File: src/rtl/rgb_pkg.sv
// Shared types and constants for the RGB pixel sender: FSM encoding and the
// byte-lane layout of a packed {R,G,B} pixel.
package rgb_pkg;
  localparam int PIX_W   = 24;
  localparam int COLOR_W = 8;
  localparam int R_MSB   = 23;
  localparam int G_MSB   = 15;
  localparam int B_MSB   = 7;

  typedef enum logic [2:0] {
    S_IDLE   = 3'd0,
    S_START  = 3'd1,
    S_SEND_R = 3'd2,
    S_SEND_G = 3'd3,
    S_SEND_B = 3'd4,
    S_WAIT   = 3'd5,
    S_HOLD   = 3'd6
  } state_t;

  function automatic logic [COLOR_W-1:0] pix_byte(input logic [PIX_W-1:0] pix,
                                                  input int msb);
    return pix[msb -: COLOR_W];
  endfunction
endpackage

File: src/rtl/pixel_fifo.sv
// DEPTH-entry synchronous FIFO holding whole pixels; a push is accepted while
// full when a pop happens in the same cycle.
module pixel_fifo #(
  parameter int DEPTH = 2,
  parameter int W     = 24
) (
  input  logic         clk_i,
  input  logic         rst_i,
  input  logic         push_i,
  input  logic [W-1:0] data_i,
  input  logic         pop_i,
  output logic [W-1:0] data_o,
  output logic         full_o,
  output logic         empty_o
);
  localparam int AW = (DEPTH > 1) ? $clog2(DEPTH) : 1;
  localparam int CW = $clog2(DEPTH + 1);

  logic [W-1:0]  r_mem [DEPTH];
  logic [AW-1:0] r_wr, r_rd;
  logic [CW-1:0] r_cnt;
  logic          w_push, w_pop;

  assign full_o  = (r_cnt == CW'(DEPTH));
  assign empty_o = (r_cnt == '0);
  assign w_pop   = pop_i && !empty_o;
  assign w_push  = push_i && (!full_o || w_pop);
  assign data_o  = r_mem[r_rd];

  // Pointers wrap naturally because DEPTH is a power of two.
  always_ff @(posedge clk_i or negedge rst_i) begin
    if (!rst_i) begin
      r_wr  <= '0;
      r_rd  <= '0;
      r_cnt <= '0;
    end else begin
      if (w_push) r_wr <= r_wr + 1'b1;
      if (w_pop)  r_rd <= r_rd + 1'b1;
      case ({w_push, w_pop})
        2'b10:   r_cnt <= r_cnt + 1'b1;
        2'b01:   r_cnt <= r_cnt - 1'b1;
        default: r_cnt <= r_cnt;
      endcase
    end
  end

  always_ff @(posedge clk_i) begin
    if (w_push) r_mem[r_wr] <= data_i;
  end
endmodule

File: src/rtl/rgb_pixel_sender.sv
// Buffers 24-bit pixels, serialises each as start + R,G,B bytes to the gray
// converter, and returns the converter's result on a valid/ready output.
module rgb_pixel_sender
  import rgb_pkg::*;
#(
  parameter int DEPTH   = 2,
  parameter int TIMEOUT = 32
) (
  input  logic               clk_i,
  input  logic               rst_i,
  input  logic               pix_valid_i,
  output logic               pix_ready_o,
  input  logic [PIX_W-1:0]   pix_data_i,
  output logic               conv_start_o,
  output logic [COLOR_W-1:0] conv_color_o,
  input  logic               conv_valid_i,
  input  logic [COLOR_W-1:0] conv_gray_i,
  output logic               gray_valid_o,
  input  logic               gray_ready_i,
  output logic [COLOR_W-1:0] gray_data_o,
  output logic               timeout_o
);
  localparam int TW = $clog2(TIMEOUT + 1);

  state_t             r_state, w_next;
  logic [PIX_W-1:0]   r_pix, w_fifo_data;
  logic [TW-1:0]      r_cnt;
  logic [COLOR_W-1:0] r_gray;
  logic               r_gray_vld, r_timeout;
  logic               w_full, w_empty, w_push, w_pop, w_expire;

  // Ready is forced low while reset is held so nothing is accepted then.
  assign pix_ready_o  = rst_i && !w_full;
  assign w_push       = pix_valid_i && pix_ready_o;
  assign w_pop        = (r_state == S_IDLE) && !w_empty && !r_gray_vld;
  assign w_expire     = (r_cnt == TW'(TIMEOUT));
  assign gray_valid_o = r_gray_vld;
  assign gray_data_o  = r_gray;
  assign timeout_o    = r_timeout;

  pixel_fifo #(.DEPTH(DEPTH), .W(PIX_W)) u_fifo (
    .clk_i   (clk_i),
    .rst_i   (rst_i),
    .push_i  (w_push),
    .data_i  (pix_data_i),
    .pop_i   (w_pop),
    .data_o  (w_fifo_data),
    .full_o  (w_full),
    .empty_o (w_empty)
  );

  always_ff @(posedge clk_i or negedge rst_i) begin
    if (!rst_i) r_state <= S_IDLE;
    else        r_state <= w_next;
  end

  always_comb begin
    w_next       = r_state;
    conv_start_o = 1'b0;
    conv_color_o = '0;
    case (r_state)
      S_IDLE:   if (w_pop) w_next = S_START;
      S_START: begin
        conv_start_o = 1'b1;
        w_next       = S_SEND_R;
      end
      S_SEND_R: begin
        conv_color_o = pix_byte(r_pix, R_MSB);
        w_next       = S_SEND_G;
      end
      S_SEND_G: begin
        conv_color_o = pix_byte(r_pix, G_MSB);
        w_next       = S_SEND_B;
      end
      S_SEND_B: begin
        conv_color_o = pix_byte(r_pix, B_MSB);
        w_next       = S_WAIT;
      end
      // A result arriving on the expiry cycle still counts.
      S_WAIT: begin
        if (conv_valid_i)  w_next = S_HOLD;
        else if (w_expire) w_next = S_IDLE;
      end
      S_HOLD:   if (gray_ready_i) w_next = S_IDLE;
      default:  w_next = S_IDLE;
    endcase
  end

  // r_cnt equals the number of cycles since the B byte while in WAIT.
  always_ff @(posedge clk_i or negedge rst_i) begin
    if (!rst_i) begin
      r_pix      <= '0;
      r_cnt      <= '0;
      r_gray     <= '0;
      r_gray_vld <= 1'b0;
      r_timeout  <= 1'b0;
    end else begin
      if (w_pop) r_pix <= w_fifo_data;
      case (r_state)
        S_SEND_B: r_cnt <= TW'(1);
        S_WAIT: begin
          if (conv_valid_i) begin
            r_gray     <= conv_gray_i;
            r_gray_vld <= 1'b1;
          end else if (w_expire) begin
            r_timeout  <= 1'b1;
          end else begin
            r_cnt      <= r_cnt + 1'b1;
          end
        end
        S_HOLD: if (gray_ready_i) r_gray_vld <= 1'b0;
        default: ;
      endcase
    end
  end
endmodule
File: config.mk
export PLATFORM = sky130hd
export DESIGN_NAME = rgb_pixel_sender
export DESIGN_NICKNAME = d
export VERILOG_FILES = /design/src/rtl/rgb_pkg.sv /design/src/rtl/pixel_fifo.sv /design/src/rtl/rgb_pixel_sender.sv
export SDC_FILE = /design/constraint.sdc
export NUM_CORES = 1
export LEC_CHECK = 0
export ABC_CLOCK_PERIOD_IN_PS = 2800
export CORE_ASPECT_RATIO = 0.75
export CORE_UTILIZATION = 30
export DETAILED_ROUTE_END_ITERATION = 8
export PLACE_DENSITY_LB_ADDON = 0.05
export SLEW_MARGIN = 20
export SYNTH_ARGS = -nofsm -noshare
export SYNTH_HDL_FRONTEND = slang
export SYNTH_HIERARCHICAL = 1
export SYNTH_SLANG_ARGS = --single-unit
File: constraint.sdc
create_clock -name clk_i -period 2.8 [get_ports clk_i]
set_input_delay 0.42 -clock clk_i [delete_from_list [all_inputs] [get_ports clk_i]]
set_output_delay 0.42 -clock clk_i [all_outputs]
set_load 0.02 [all_outputs]
Word level (Yosys, flattened, before mapping)
Memory sizes are Yosys's and may differ from the RTL's. A register that Yosys moved wholly into a read port is not among the register bits.
Index checks and enable logic that the tools add are counted.
Word-level totals
  register bits after elaboration: 23
  bits of input ports: 37
  memories kept: 1
  memory bits (writable): 48
  output and inout port bits: 20
  word-level logic and storage cells: 68
Cells by class
  bitwise operators: 1
  reduce and logical (&&, ||, !) cells: 21
  add/subtract/negate cells: 5
  multiplexer cells: 16
  equal/unequal tests: 16
Memories
  u_fifo.r_mem: words 2, bits a word 24, rd ports 1, clocked after Yosys merged registers in 1, wr ports 1, line pixel_fifo.sv:19  | logic [W-1:0] r_mem [DEPTH];
Operators with widths (count)
  one-hot mux 8 bit (3 select lines): 1
  one-hot mux 3 bit (7 select lines): 1
  two-way mux 3 bit: 4
  two-way mux 6 bit: 2
  one-hot mux 6 bit (2 select lines): 1
  AND reduction 3 bit: 4
  equality test 3 bit, second input constant: 3
  != test 2 bit, second input constant: 4
  adder 6 x 1 -> 6 bit, second input constant: 1
  equality test 3 x 2 -> 1 bit, second input constant: 2
  equality test 6 bit, second input constant: 1
  logical AND 1 bit: 6
  nonzero test 2 bit: 3
  two-way mux 1 bit: 5
  equality test 2 bit, second input constant: 2
  zero test 1 bit: 4
  one-hot mux 2 bit (2 select lines): 1
  equality test 3 x 1 -> 1 bit, second input constant: 1
  zero test 3 bit: 1
  != test 3 bit, second input constant: 1
  adder 1 bit, second input constant: 2
  adder 2 x 1 -> 2 bit, second input constant: 1
  equality test 2 x 1 -> 1 bit, second input constant: 1
  zero test 2 bit: 1
  6 further kinds: 6

Longest topological paths before layout
Gate-level depths: netlist of the first run.
  depth in word-level cells: 9
  mapped depth: 7

Cells and area by module
The synthesis of the first run kept the hierarchy.
Modules (own cells, without submodules)
  rgb_pixel_sender: instances 1, area an instance 2103.3 um2, cells each 162
  pixel_fifo: instances 1, area an instance 1949.4 um2, cells each 99

Worst setup path before layout of the first run
No wires, ideal clock.
  path kind: register to register
  start: reg u_fifo.r_cnt[0]
  end: mem u_fifo.r_mem[0][0], enable pin
  setup time: 0.405 ns
  arrival time: 2.554 ns
  cell stages (with the launch flop): 8
  slack: -0.159 ns
  data required time: 2.395 ns
  cell sequence: dfrtp_1 nor2_1 or4_4 nor2_8 buf_12 or3b_1 nand2_2 nor2_1
On the way
  cells in the longest elaborated chain, start to end: 9
Ends and longest elaborated chain
  from (decl): line pixel_fifo.sv:21  | logic [CW-1:0] r_cnt;
  from (signal assigned): line pixel_fifo.sv:40  | 2'b10: r_cnt <= r_cnt + 1'b1;
  from (signal assigned): line pixel_fifo.sv:41  | 2'b01: r_cnt <= r_cnt - 1'b1;
  from (signal assigned): line pixel_fifo.sv:42  | default: r_cnt <= r_cnt;
  zero test 2 bit: line pixel_fifo.sv:25  | assign empty_o = (r_cnt == '0);
  via w_empty: line rgb_pixel_sender.sv:30  | logic w_full, w_empty, w_push, w_pop, w_expire;
  zero test 1 bit: line rgb_pixel_sender.sv:35  | assign w_pop = (r_state == S_IDLE) && !w_empty && !r_gray_vld;
  logical AND 1 bit (2 in series): line rgb_pixel_sender.sv:35
  via w_pop: line rgb_pixel_sender.sv:30
  logical AND 1 bit: line pixel_fifo.sv:26  | assign w_pop = pop_i && !empty_o;
  logical OR 1 bit: line pixel_fifo.sv:27  | assign w_push = push_i && (!full_o || w_pop);
  logical AND 1 bit: line pixel_fifo.sv:27
  two-way mux 1 bit: line pixel_fifo.sv:48  | if (w_push) r_mem[r_wr] <= data_i;
  two-way mux 1 bit (implied by the code): line pixel_fifo.sv:48
  to (decl): line pixel_fifo.sv:19
The timed path passes the listed nets, and every way through them passes these cells.

Final worst setup path of the first run
  start: reg r_state[2]
  end: out conv_color_o[5]
On the way
  cells in the longest elaborated chain, start to end: 2
Ends and longest elaborated chain
  from (decl): line rgb_pixel_sender.sv:25  | state_t r_state, w_next;
  from (signal assigned): line rgb_pixel_sender.sv:54  | else r_state <= w_next;
  equality test 3 bit or equality test 3 x 2 -> 1 bit (tied branches): line rgb_pixel_sender.sv:61  | case (r_state)
  one-hot mux 8 bit (3 select lines) *: line rgb_pixel_sender.sv:61
  to (decl): line rgb_pixel_sender.sv:15  | output logic [COLOR_W-1:0] conv_color_o,
Mark *: on every way between the ends. The rest lies on a longest branch, timed or not.

==> impl_metrics.csv, run 1 <==
group,metric,value,unit
outcome,outcome,"finished, final reports clean",
placed_design,place_ws,483,ps
die,start_util,31.0,%
die,dieArea,14000,um^2
synthesis,synthArstFlopShare,49.5,%
synthesis,synthFlopType,"edfxtp_1",
final_layout,layout-drive-gt1-share,28.2,%
global_routing,grt_pass1_vias,2212,
sta,rsz0062_at_grt,"no",
sta,finalSetupTns,0,ps
power_and_ir_drop,power_density,1000,nW/um^2
power_and_ir_drop,vdd_drop_max,0.373,mV
routing,wl_per_cell,16.0,um
routing,wl,8090,um
global_routing,gr-total-overflow,0,
placed_design,hpwl,5510,um
clocking,cts_buffers,9,
global_routing,grt_max_degree,48,
synthesis,yosysTopAreaCell,"edfxtp_1",
routing,antenna_left,0,
clocking,clockRootBuffer,"clkbuf_16",
synthesis,seq_area_frac_synth,64.6,%
clocking,clk_pin_slew,60,ps
clocking,ctsLongestPathBuffers,2,
global_routing,antenna_found_initial,0,
synthesis,syn_inst,261,
synthesis,synth_area,4050,um^2
synthesis,synth_area_per_cell,15.5,um^2
routing,drt_iter0_drc,86,
final_layout,utilization,39.3,%
placed_design,portBuffers,56,
synthesis,netlist_top_cells_count,"edfxtp_1 (48), dfrtp_1 (47), mux2_2 (38)",
worst_setup_path,worstPathMaxFanout,13,
routing,drc,0,
routing,routed-via-count,2301,
worst_setup_path,required,2380,ps
die,row_count,36,
clocking,cts_tree,"done",
die,ios,57,
flow_run,maxCapViolations,0,
global_routing,grt.total_usage,12.3,%
synthesis,synth.area.top_cells,"edfxtp_1 (36%), dfrtp_1 (29%), mux2_2 (11%)",
synthesis,synth-edff-count,48,
placed_design,gp_congestion,0.707,
worst_setup_path,critPathArrivalTime,2170,ps
final_layout,antennaDiodeCount,0,
sta,finalSetupViolCount,0,
synthesis,synth_top_area_share,35.6,%
sta,max_freq,386,MHz
sta,holdWs,258,ps
routing,vias_per_cell,4.57,
final_layout,nets,367,
placed_design,postPlaceCellArea,4830,um^2
die,die_w,136,um
sta,setup_ws,207,ps
power_and_ir_drop,leakage,1.94,nW
die,die-height,103,um
synthesis,synth.ff_latch_count,95,
worst_setup_path,crit_type,"flop to output port",
sta,hold_viol,0,
die,coreArea,13100,um^2
sta,fin_skew,5.29,ps
clocking,clock_latency,340,ps
global_routing,grt_pass1_wl,12500,um
sta,slew_headroom,57.2,%
final_layout,area_growth,26.8,%
routing,drt-pass1-iter-count,4,
clocking,postCtsSetupRepairBufs,0,
worst_setup_path,critPathLaunchType,"flop",
worst_setup_path,end_kind,"output port",
synthesis,synth_most_common_cell,"edfxtp_1",
clocking,cts_max_level,3,
synthesis,yosys_warnings,6,
final_layout,stdcell_area,5140,um^2
sta,worst_pin_slew,642,ps
clocking,numClockSinks,95,
sta,drv_slew,0,
synthesis,synth_fp_nets,300,
synthesis,ys_types,42,
min_path,min_path_type,"input pin to async pin",
sta,final.min_clock_period,2590,ps
sta,post-route-period-util,92.6,%
==> stage by stage <==
| step | std cells | power [W] |
|---|---|---|
| 2_1_floorplan | 261 | 0.00329 |
| 3_3_place_gp | 488 | 0.00396 |
| 3_5_place_dp | 488 | 0.00398 |
| 4_1_cts | 504 | 0.00523 |
| 5_1_grt | 504 | 0.00546 |
| 6_report | 504 | 0.00515 |
==> critical path: stages (launching register included) <==
cell             delay, ps
dfrtp_2                490
nand2b_1               340
o21ai_0                350
clkdlybuf4s50_1        660
==> final timing paths <==
check / slack (ps) / from / cells after the start / end
worst min register to register: 480 / timeout_o$_DFFE_PN0P_ / 2 / timeout_o$_DFFE_PN0P_
max in group asynchronous: 2070 / rst_i / 2 / r_state[2]$_DFFE_PN0P_
worst min-delay path: 260 / rst_i / 2 / timeout_o$_DFFE_PN0P_
worst max-delay path: 210 / r_state[2]$_DFFE_PN0P_ / 3 / conv_color_o[5]
min in group clk_i: 480 / timeout_o$_DFFE_PN0P_ / 2 / timeout_o$_DFFE_PN0P_
worst max register to register: 530 / r_state[2]$_DFFE_PN0P_ / 6 / u_fifo/r_cnt[0]$_DFFE_PN0P_
==> placed cells by master, fill, tap and decap left out, drive strengths merged, types with 9 or more instances in the layout <==
| cell | Yosys | layout |
|---|---|---|
| mux2 | 57 | 57 |
| dfrtp | 47 | 47 |
| a21oi | 9 | 9 |
| nand2 | 11 | 11 |
| edfxtp | 48 | 48 |
| buf | 9 | 11 |
| o21ai | 16 | 16 |
| clkdlybuf4s50 | 0 | 55 |
| clkbuf | 1 | 10 |
| mux2i | 9 | 9 |
==> final cells by class <==
| cell class | instances | area [um^2] |
|---|---|---|
| Tap cell | 171 | 214 |
| Clock inverter | 6 | 60.1 |
| Sequential cell | 95 | 2620 |
| Timing Repair Buffer | 66 | 643 |
| Multi-Input combinational cell | 148 | 1330 |
| Fill cell | 1224 | 7930 |
| Inverter | 8 | 30.0 |
| Clock buffer | 10 | 239 |
==> registers in the layout (all words and copies together), names as in the netlist <==
| signal | flops |
|---|---|
| gray_data_o | 8 |
| gray_valid_o | 1 |
| r_cnt | 6 |
| r_pix | 24 |
| r_state | 3 |
| timeout_o | 1 |
| u_fifo/r_cnt | 2 |
| u_fifo/r_mem | 48 |
| u_fifo/r_rd | 1 |
| u_fifo/r_wr | 1 |
==> logic make-up after synthesis <==
logic type / count (synthesis) / synth area share (%)
adder cells (fa/ha/maj): 2 / 0.617
AO/OA/AOI/OAI: 33 / 4.60
multiplexers: 66 / 19.8
XOR/XNOR: 4 / 0.865
flip-flops: 95 / 64.6
AND/OR/NAND/NOR: 43 / 6.76
buffers and inverters: 18 / 2.75
==> routing by layer <==
layer | wire length [um] | vias to the layer above | track usage [%] | share of wire, %
met5 | 0 | - | 0 | 0
li1 | - | 1101 | - | -
met3 | 256 | 9 | 3.29 | 3.2
met4 | 99 | 0 | 4.36 | 1.2
met1 | 4370 | 1155 | 19.1 | 54
met2 | 3360 | 36 | 16.2 | 42
==> power breakdown <==
group	switching [W]	leakage, nW	internal, W
clock network	0.000512	0.146	0.000712
logic	0.000796	0.792	0.000964
registers	0.000285	1.00	0.00188
==> repair_timing <==
| item | CTS | global route |
|---|---|---|
| setup endpoints to repair | 0 | 5 |
| hold endpoints to repair | 0 | 0 |
| hold buffers | 0 | 0 |
| resized for setup | 0 | 3 |
Note: power is estimated with default switching activity, not from simulation.
==> inputs of run 2 (changes only) <==
--- a/config.mk
+++ b/config.mk
@@ -8,9 +8,10 @@
 export ABC_CLOCK_PERIOD_IN_PS = 2800
 export CORE_ASPECT_RATIO = 0.75
 export CORE_UTILIZATION = 30
+export CTS_BUF_LIST = sky130_fd_sc_hd__clkbuf_16
 export DETAILED_ROUTE_END_ITERATION = 8
 export PLACE_DENSITY_LB_ADDON = 0.05
-export SLEW_MARGIN = 20
+export SLEW_MARGIN = 10
 export SYNTH_ARGS = -nofsm -noshare
 export SYNTH_HDL_FRONTEND = slang
 export SYNTH_HIERARCHICAL = 1
==> impl_metrics.csv, run 2 (synthesized netlist as in run 1, its figures left out) <==
group,metric,value,unit
global_routing,grt_max_degree,48,
worst_setup_path,slowest_delay,670,ps
worst_setup_path,worstPathMaxFanout,13,
worst_setup_path,critPathArrivalTime,2200,ps
global_routing,antenna_found_initial,0,
worst_setup_path,end_kind,"output port",
clocking,cts_max_level,3,
routing,antenna_left,0,
worst_setup_path,critPathLaunchType,"flop",
flow_run,maxCapViolations,0,
clocking,ctsLongestPathBuffers,2,
final_layout,area_growth,26.5,%
min_path,min_path_type,"input pin to async pin",
outcome,outcome,"finished, final reports clean",
placed_design,place_ws,483,ps
die,die-height,103,um
global_routing,grt_pass1_wl,12500,um
final_layout,layout-drive-gt1-share,27.9,%
final_layout,nets,367,
sta,fin_skew,5.21,ps
routing,drt-pass1-iter-count,4,
placed_design,gp_congestion,0.707,
sta,max_freq,381,MHz
sta,post-route-period-util,93.7,%
die,row_count,36,
global_routing,gr-total-overflow,0,
die,ios,57,
clocking,cts_buffers,9,
clocking,clk_pin_slew,60,ps
sta,setup_ws,176,ps
routing,drt_iter0_drc,88,
sta,final.min_clock_period,2620,ps
sta,finalSetupViolCount,0,
worst_setup_path,crit_type,"flop to output port",
clocking,clockRootBuffer,"clkbuf_16",
worst_setup_path,required,2380,ps
worst_setup_path,path_buf_inv,1,
die,start_util,31.0,%
worst_setup_path,cp_slowest_cell,"clkdlybuf4s50_1",
final_layout,layout.cells.most_common_list,"clkdlybuf4s50_1 (55), edfxtp_1 (48), dfrtp_1 (45)",
routing,wl,8070,um
die,dieArea,14000,um^2
worst_setup_path,worstPathCellList,"nand2b_1 > o21ai_0 > clkdlybuf4s50_1",
sta,hold_viol,0,
power_and_ir_drop,vdd_drop_max,0.373,mV
sta,drv_slew,0,
die,die_w,136,um
placed_design,hpwl,5510,um
routing,drc,0,
placed_design,portBuffers,56,
sta,worst_pin_slew,640,ps
global_routing,grt_pass1_vias,2206,
clocking,hold_buffers,0,
sta,rsz0062_at_grt,"no",
routing,wl_per_cell,16.0,um
routing,routed-via-count,2309,
final_layout,regMostFlops,"u_fifo/r_mem",
sta,finalSetupTns,0,ps
routing,vias_per_cell,4.58,
final_layout,antennaDiodeCount,0,
final_layout,largest_register_ffs,48,
global_routing,grt.total_usage,12.4,%
die,coreArea,13100,um^2
power_and_ir_drop,leakage,1.94,nW
worst_setup_path,path_delay_family,"buffers and inverters",
clocking,numClockSinks,95,
sta,slew_headroom,57.4,%
power_and_ir_drop,power_density,999,nW/um^2
final_layout,layout_commonest_cell,"clkdlybuf4s50_1",
clocking,clock_latency,340,ps
clocking,cts_tree,"done",
==> run 2: cell types whose count changed in the layout (fill, tap and decap cells not counted) <==
cell / change
clkinv_1: +1
clkbuf_8: -1
==> run 2: stage by stage <==
stage | area (um^2) | std cells | hold slack [ps] | utilization (%) | power (W)
finish | 5130 | 504 | 257 | 39.3 | 0.00512
global route | 5130 | 504 | 318 | 39.3 | 0.00543
CTS | 5120 | 504 | 298 | 39.2 | 0.00520
detailed placement | 4830 | 488 | 471 | 37.0 | 0.00398
global placement | 4830 | 488 | 467 | 37.0 | 0.00396
floorplan | 4060 | 261 | 124 | - | 0.00329
==> run 2: area by class of cell <==
cell class                 count  area (um^2)
clock buffer                   9          225
clock inverter                 7         63.8
fill                        1225         7940
inverter                       8         30.0
multi-input combinational    148         1330
sequential                    95         2620
tap                          171          214
timing repair buffer          66          643
==> run 2: path summary, 6_finish.rpt <==
| path | start | end | slack (ps) | depth (start not counted) |
|---|---|---|---|---|
| max in group asynchronous | rst_i | r_state[2]$_DFFE_PN0P_ | 2080 | 2 |
| worst max register to register | r_state[2]$_DFFE_PN0P_ | u_fifo/r_cnt[0]$_DFFE_PN0P_ | 530 | 6 |
| worst min-delay path | rst_i | timeout_o$_DFFE_PN0P_ | 260 | 2 |
| worst min register to register | timeout_o$_DFFE_PN0P_ | timeout_o$_DFFE_PN0P_ | 480 | 2 |
| min in group clk_i | timeout_o$_DFFE_PN0P_ | timeout_o$_DFFE_PN0P_ | 480 | 2 |
| worst max-delay path | r_state[2]$_DFFE_PN0P_ | conv_color_o[5] | 180 | 3 |
==> run 2: what timing repair did <==
item | in CTS | in global routing
endpoints found under the hold margin | 0 | 0
endpoints found under the setup margin | 0 | 5
setup buffers | 0 | 0
gates resized for setup | 0 | 3
==> run 2: metal layers <==
metal  wire length, um  global-route usage [%]  vias up
li1                  -                       -     1100
met1              4340                    19.2     1153
met2              3360                    16.1       47
met3               280                    3.29        9
met4                99                    4.36        0
met5                 0                       0        -
==> run 2: power by group <==
part,switching [W],internal [W]
clock network,0.000510,0.000684
logic,0.000795,0.000964
registers,0.000285,0.00188
==> inputs of run 3 (changes only) <==
--- a/config.mk
+++ b/config.mk
@@ -10,8 +10,9 @@
 export CORE_UTILIZATION = 30
 export CTS_BUF_LIST = sky130_fd_sc_hd__clkbuf_16
 export DETAILED_ROUTE_END_ITERATION = 8
+export HOLD_SLACK_MARGIN = 0.06
 export PLACE_DENSITY_LB_ADDON = 0.05
-export SLEW_MARGIN = 10
+export SLEW_MARGIN = 20
 export SYNTH_ARGS = -nofsm -noshare
 export SYNTH_HDL_FRONTEND = slang
 export SYNTH_HIERARCHICAL = 1
==> results of run 3 <==
The final DEF is identical to that of run 2; final timing and power are the same.
